$ cat config.mk
export PLATFORM = sky130hd
export DESIGN_NAME = bitwise_logic_unit
export DESIGN_NICKNAME = d
export VERILOG_FILES = /design/src/rtl/bitwise_logic_unit.sv
export SDC_FILE = /design/constraint.sdc
export NUM_CORES = 1
export LEC_CHECK = 0
export BUFFER_PORTS_ARGS = -buffer_cell sky130_fd_sc_hd__buf_2
export CORE_MARGIN = 8
export CORE_UTILIZATION = 59
export CTS_BUF_LIST = sky130_fd_sc_hd__clkbuf_8
export DETAILED_ROUTE_END_ITERATION = 7
export PLACE_DENSITY = 0.87
export SLEW_MARGIN = 20
export SYNTH_ARGS = -nofsm -noshare
export SYNTH_HDL_FRONTEND = slang
export SYNTH_SLANG_ARGS = --single-unit
$ cat constraint.sdc
create_clock -name clk -period 2 [get_ports clk]
set_input_delay 0.1 -clock clk [delete_from_list [all_inputs] [get_ports clk]]
set_output_delay 0.1 -clock clk [all_outputs]
set_load 0.1 [all_outputs]
$ cat src/rtl/bitwise_logic_unit.sv
// Parametrised bitwise AND/OR/XOR/XNOR unit with pairwise and burst-reduce modes.
// Optional popcount output port enabled by defining BLU_POPCOUNT_EN.
module bitwise_logic_unit #(
  parameter int unsigned WIDTH = 8,
  parameter int unsigned CNT_W = 8
) (
  input  logic             clk,
  input  logic             reset,
  input  logic             in_valid,
  output logic             in_ready,
  input  logic             in_last,
  input  logic             mode,
  input  logic [1:0]       op,
  input  logic [WIDTH-1:0] a,
  input  logic [WIDTH-1:0] b,
  output logic             out_valid,
  input  logic             out_ready,
  output logic [WIDTH-1:0] Y,
  output logic [CNT_W-1:0] count
`ifdef BLU_POPCOUNT_EN
  ,
  output logic [$clog2(WIDTH+1)-1:0] popcnt
`endif
);

  localparam logic [0:0] IDLE  = 1'b0;
  localparam logic [0:0] ACCUM = 1'b1;

  localparam logic [1:0] OP_AND  = 2'd0;
  localparam logic [1:0] OP_OR   = 2'd1;
  localparam logic [1:0] OP_XOR  = 2'd2;

  logic [0:0]       state, state_n;
  logic [WIDTH-1:0] acc, acc_n;
  logic [CNT_W-1:0] beat_cnt, beat_cnt_n;
  logic [1:0]       burst_op, burst_op_n;
  logic             out_valid_n;
  logic [WIDTH-1:0] y_n;
  logic [CNT_W-1:0] count_n;
  logic             fire;
  logic [WIDTH-1:0] reduced;

  function automatic logic [WIDTH-1:0] apply_op(input logic [1:0] sel,
                                                input logic [WIDTH-1:0] x,
                                                input logic [WIDTH-1:0] z);
    case (sel)
      OP_AND:  apply_op = x & z;
      OP_OR:   apply_op = x | z;
      OP_XOR:  apply_op = x ^ z;
      default: apply_op = ~(x ^ z);
    endcase
  endfunction

  // Single output register: accept a beat whenever it is empty or draining.
  assign in_ready = ~out_valid | out_ready;
  assign fire     = in_valid & in_ready;
  assign reduced  = apply_op(burst_op, acc, a);

  always_comb begin
    state_n     = state;
    acc_n       = acc;
    beat_cnt_n  = beat_cnt;
    burst_op_n  = burst_op;
    out_valid_n = out_valid & ~out_ready;
    y_n         = Y;
    count_n     = count;
    if (fire) begin
      case (state)
        IDLE: begin
          if (!mode) begin
            y_n         = apply_op(op, a, b);
            count_n     = CNT_W'(1);
            out_valid_n = 1'b1;
          end else begin
            acc_n      = a;
            beat_cnt_n = CNT_W'(1);
            burst_op_n = op;
            if (in_last) begin
              y_n         = a;
              count_n     = CNT_W'(1);
              out_valid_n = 1'b1;
            end else begin
              state_n = ACCUM;
            end
          end
        end
        default: begin
          // op/mode are ignored here; the burst only ends on in_last.
          acc_n      = reduced;
          beat_cnt_n = (&beat_cnt) ? beat_cnt : beat_cnt + CNT_W'(1);
          if (in_last) begin
            y_n         = reduced;
            count_n     = beat_cnt_n;
            out_valid_n = 1'b1;
            state_n     = IDLE;
          end
        end
      endcase
    end
  end

  always_ff @(posedge clk) begin
    if (reset) begin
      state     <= IDLE;
      acc       <= '0;
      beat_cnt  <= '0;
      burst_op  <= '0;
      out_valid <= 1'b0;
      Y         <= '0;
      count     <= '0;
    end else begin
      state     <= state_n;
      acc       <= acc_n;
      beat_cnt  <= beat_cnt_n;
      burst_op  <= burst_op_n;
      out_valid <= out_valid_n;
      Y         <= y_n;
      count     <= count_n;
    end
  end

`ifdef BLU_POPCOUNT_EN
  localparam int unsigned PC_W = $clog2(WIDTH + 1);

  logic [PC_W-1:0] popcnt_n;

  // Popcount of the next result, registered alongside Y.
  always_comb begin
    popcnt_n = '0;
    for (int unsigned i = 0; i < WIDTH; i++) begin
      popcnt_n = popcnt_n + PC_W'(y_n[i]);
    end
  end

  always_ff @(posedge clk) begin
    if (reset) begin
      popcnt <= '0;
    end else begin
      popcnt <= popcnt_n;
    end
  end
`endif

endmodule

; Yosys cells after proc, flatten, opt, wreduce, memory -nomap -nowiden
; Index checks and enable logic that the tools add are counted.
[totals]
register_bits = 36
latch_bits = 0
ram_bits = 0
romBits = 0
input_bits = 24
n_memories = 0
[op_classes]
add_sub_neg = 1
mul = 0
div_mod_pow = 0
magnitude_cmp = 0
n_eq_ne = 6
n_shift = 0
n_mux = 22
bitwise = 14
n_reduce_logical = 7
[ops]
columns = cell, count
row1 = $mux 8, 13
row2 = $pmux 8 s3, 2
row3 = $and 8x8->8, 2
row4 = $not 8->8, 2
row5 = $or 8x8->8, 2
row6 = $xor 8x8->8, 2
row7 = $add 8x1->8 const B, 1
row8 = $reduce_and 8->1, 1
row9 = $mux 1, 7
row10 = $reduce_and 3->1, 2
row11 = $eq 2x1->1 const B, 2
row12 = $eq 2x2->1 const B, 2
row13 = $logic_not 2->1, 2
row14 = $ne 2x2->1 const B, 2
row15 = $not 1->1, 3
row16 = $and 1x1->1, 2
row17 = $reduce_and 2->1, 1
row18 = $reduce_bool 2->1, 1
row19 = $or 1x1->1, 1

; Depth between registers and ports, before layout
[logic_depth]
ltp_word = 6
mapped_depth = 6

; Worst setup path before layout
; OpenSTA, ideal clock, no wires.
[synth_timing]
path_type = flip-flop to flip-flop
from = register out_valid
to = register count[3]
setup_ns = 0.062
arrival_time_ns = 2.190
required_time_ns = 1.938
path_slack_ns = -0.253
path_stages_with_launch = 6
path_buffers = 0
period_less_slack_ns = 2.253
path_cell_list = dfxtp_1 > nor2b_1 > inv_2 > o211a_1 > nor2_1 > a22o_1
[synth_between]
elab_chain_cells = 4
[synth_lines]
columns = element, line_no
row1 = "start, declared", 16  ; output logic out_valid,
row2 = "start signal, assigned", 116  ; out_valid <= out_valid_n;
row3 = $not 1->1, 55  ; assign in_ready = ~out_valid | out_ready;
row4 = $or 1x1->1, 55
row5 = via in_ready, 10  ; output logic in_ready,
row6 = $and 1x1->1, 56  ; assign fire = in_valid & in_ready;
row7 = $reduce_and 3->1 (no line), --
row8 = "end signal, assigned", 118  ; count <= count_n;
row9 = "end, declared", 19  ; output logic [CNT_W-1:0] count
; The timed path passes the listed nets, and every way through them passes these cells.
; A chain may end at the register's enable or synchronous reset.

; Worst setup path in the final report
[layout_timing]
from = register beat_cnt[0]
to = register beat_cnt[1]
[layout_between]
elab_chain_cells = 3
elab_cells_between_ends = 4
classes_between = add/sub (1) / mux (2) / reduce/logical (1)
[layout_lines]
columns = element, line_no
row1 = "start, declared", 35  ; logic [CNT_W-1:0] beat_cnt, beat_cnt_n;
row2 = "start signal, assigned", 114  ; beat_cnt <= beat_cnt_n;
row3 = $add 8x1->8 / $reduce_and 8->1 (equally long branches), 90  ; beat_cnt_n = (&beat_cnt) ? beat_cnt : beat_cnt + CNT_W'(1);
row4 = $mux 8 (*), 90
row5 = $mux 8 (*), 68  ; case (state)
; Mark *: on every way between the ends. The rest lies on a longest branch, timed or not.

==> results.md <==
* Status: finished, final reports clean
* Clock sinks at 36
* CP required at 2.20 ns
* H-tree depth at 2
* Number of flops mapped to enable cells by yosys at 0
* Critical Path AT at 1.99 ns
* Synth Area in Simple Gates at 0.148
* Synth Net Count at 354
* Crit Path Class: reg -> reg
* Top-area cell type share of the netlist area at 0.276
* CP max-delay cell: dfxtp_1
* DP HPWL at 4.56 mm
* Yosys warnings at 0
* Sum Neg Setup Slack at 0 ns
* Final Hold Viols at 0
* 1st-pass router iterations at 5
* Count leader, synth: dfxtp_1
* Sequential fraction of the synthesis area at 0.276
* Async S/R FF share, synth at 0
* Min Tclk post-route at 1.79 ns
* Mapped Cells at 297
* Total number of vias at 2,384
* Top cells by area, synth: dfxtp_1, ha_1, mux2i_1
* Fin crit share at 0.894
* Die Width at 82.5 um
* PwrDens at 675 mW/mm^2
* Slew Viols, Final at 0
* Root Driver: clkbuf_8
* Post-Synth XOR/XNOR Area at 0.00670
* Layout area overhead at 13.5%
* Syn_area_per_cell at 8.80 sq um
* RD Place Congestion at 0.855
* Mux contribution to synthesized area at 0.120
* CTS tree: built
* First-pass GRT wire length at 10.5 mm
* Final net count at 393
* Antenna Cells at 0
* Total CTS buffers at 5
* Final Util at 0.685
* FF/Latch Area at 722 sq um
* # placed instances at 379
* Top_reg_cell synth: dfxtp_1
* Vias per cell at 6.13
* Cell taking the most area after synthesis: dfxtp_1
* Num rows at 24
* DRC errors left at 0
* CP delay by family, top: simple AND/OR/NAND/NOR gates
* Clock Skews at 0.00963 ns
* Final setup vio count at 0
* DR iter-0 viols at 150
* Initial Utilization at 0.604
* Relative slew slack at 0.475
* Finished Cell Area at 0.00296 sq mm
* Worst vdd ir at 0.378 mV
* Fill cells at 341
* Top Ports at 42
* Multi-input gate area at 0.00169 sq mm
* Final ANT Viol Nets at 0
* Worst min path class: in -> reg
* Core Box Area at 0.00432 sq mm
* Post-Layout Cell Count at 389
* Latest clock arrival within the worst-skew pair at 0.30 ns
* Maxcap violations at 0
* Die Ht at 82.5 um
* Layout cells sized above 1 at 0.228
* CP Buf/Inv Count at 0
* Clock tree buffer depth at 2
* Largest family of logic cells by synthesized area: compound AO/OA/AOI/OAI gates
* CP cell instances: ha_1 > nand3_1 > nor2_1 > a21oi_1 > o32ai_1
* Slowest stage delay, CP at 0.47 ns
* Synth top cells by count: dfxtp_1, ha_1, inv_1, nor2_1
* Maximum fanout along the worst path at 7
* Global route overflow at 0
* Wire per inst at 16.4 um
* Startpoint Class: flop
* PortBufs at 41
* Pin count of the biggest net entering global routing at 34
* Static Leakage at 1.31 nW
* Cell area after synthesis at 0.00261 sq mm
* Area post-placement at 0.00284 sq mm
* Vias in the first global route at 2,261
* Register bit count reported by yosys at 36
* Synth cell types at 46
* Clock-pin slew on the worst setup and hold paths at 0.08 ns
* Post-synthesis compound-gate area fraction at 0.214
* Worst Tran Pin Value at 0.786 ns
* WL final at 6.39 mm
* RSZ-0062 raised after global routing: false
* Max frequency at 559 MHz
* Post-Synth Adder-Cell Area at 0.158
* Initial antenna violation count at 0
* Hold-fix buffers, CTS at 0
* GRT Overall Usage at 0.194
* Full die area at 0.00681 sq mm
* Final Power at 2.00 mW
* Setup crit end kind: flop
[routing by layer]
| layer | track usage | vias up | share of wire |
|---|---|---|---|
| met5 | 0 | - | 0 |
| met4 | 0.0690 | 0 | 0.018 |
| met3 | 0.0411 | 12 | 0.082 |
| met2 | 0.304 | 96 | 0.46 |
| met1 | 0.256 | 1117 | 0.44 |
| li1 | - | 1159 | - |
[per-stage QoR]
| stage | hold WS [ns] | setup WS [ns] |
|---|---|---|
| CTS | 0.116 | 0.181 |
| detailed placement | 0.424 | 0.201 |
| global placement | 0.415 | 0.303 |
| global route | 0.136 | 0.0253 |
| floorplan | 0.244 | 0.0417 |
| finish | 0.132 | 0.213 |
[area by class of cell]
type	instances	share of cell area
Tap cell	52	0.0220
Sequential cell	36	0.244
Inverter	29	0.0367
Clock buffer	5	0.0232
Clock inverter	3	0.0144
Multi-Input combinational cell	215	0.571
Timing Repair Buffer	49	0.0895
[what timing repair did]
action	in CTS	in global routing
resized for setup	0	0
buffers inserted	0	2
setup endpoints to repair	0	1
[sequential cells by signal, indices dropped and copies added, names as in the netlist]
register   flops
Y              8
acc            8
beat_cnt       8
burst_op       2
count          8
out_valid      1
state          1
[final timing paths]
| check | from | end | slack [ns] | depth (start not counted) |
|---|---|---|---|---|
| min | op[0] | burst_op[0]$_SDFFE_PP0P_ | 0.13 | 3 |
| max | beat_cnt[0]$_SDFFE_PP0P_ | beat_cnt[1]$_SDFFE_PP0P_ | 0.21 | 5 |
| min reg2reg | count[4]$_SDFFE_PP0P_ | count[4]$_SDFFE_PP0P_ | 0.46 | 1 |
| max reg2reg | beat_cnt[0]$_SDFFE_PP0P_ | beat_cnt[1]$_SDFFE_PP0P_ | 0.21 | 5 |
[cell families (layout without fill, tap and decap cells)]
kind of cell,Yosys count,count (layout)
mux,30,30
compound gates,76,76
simple gates,74,74
xor+xnor,2,2
fa+ha+maj,33,33
buf+inv,46,86
flops,36,36
[report_power, final]
group / total, mW / switching, mW / internal (mW) / leakage, nW
combinational: 0.561 / 0.376 / 0.184 / 0.961
sequential: 0.793 / 0.0352 / 0.758 / 0.295
clock: 0.648 / 0.279 / 0.369 / 0.0541
total: 2.00 / 0.691 / 1.31 / 1.31
[tightest hold or removal path: stages]
cell     delay, ns
buf_2         0.14
mux2i_1       0.08
nor2_1        0.07
[cell usage in the layout (no fill, tap or decap), drive strengths merged, types with 5 or more instances in the layout]
cell     synthesis  layout
a211oi          23      23
a21oi           14      14
buf             11      49
clkbuf           6       5
dfxtp           36      36
ha              33      33
inv             29      29
mux2            10      10
mux2i           20      20
nand2            6       6
nand3            5       5
nor2            26      26
nor2b            9       9
nor3             9       9
nor4             5       5
o22ai           10      10
o2bb2ai         11      11
(Power assumes the default switching activity.)
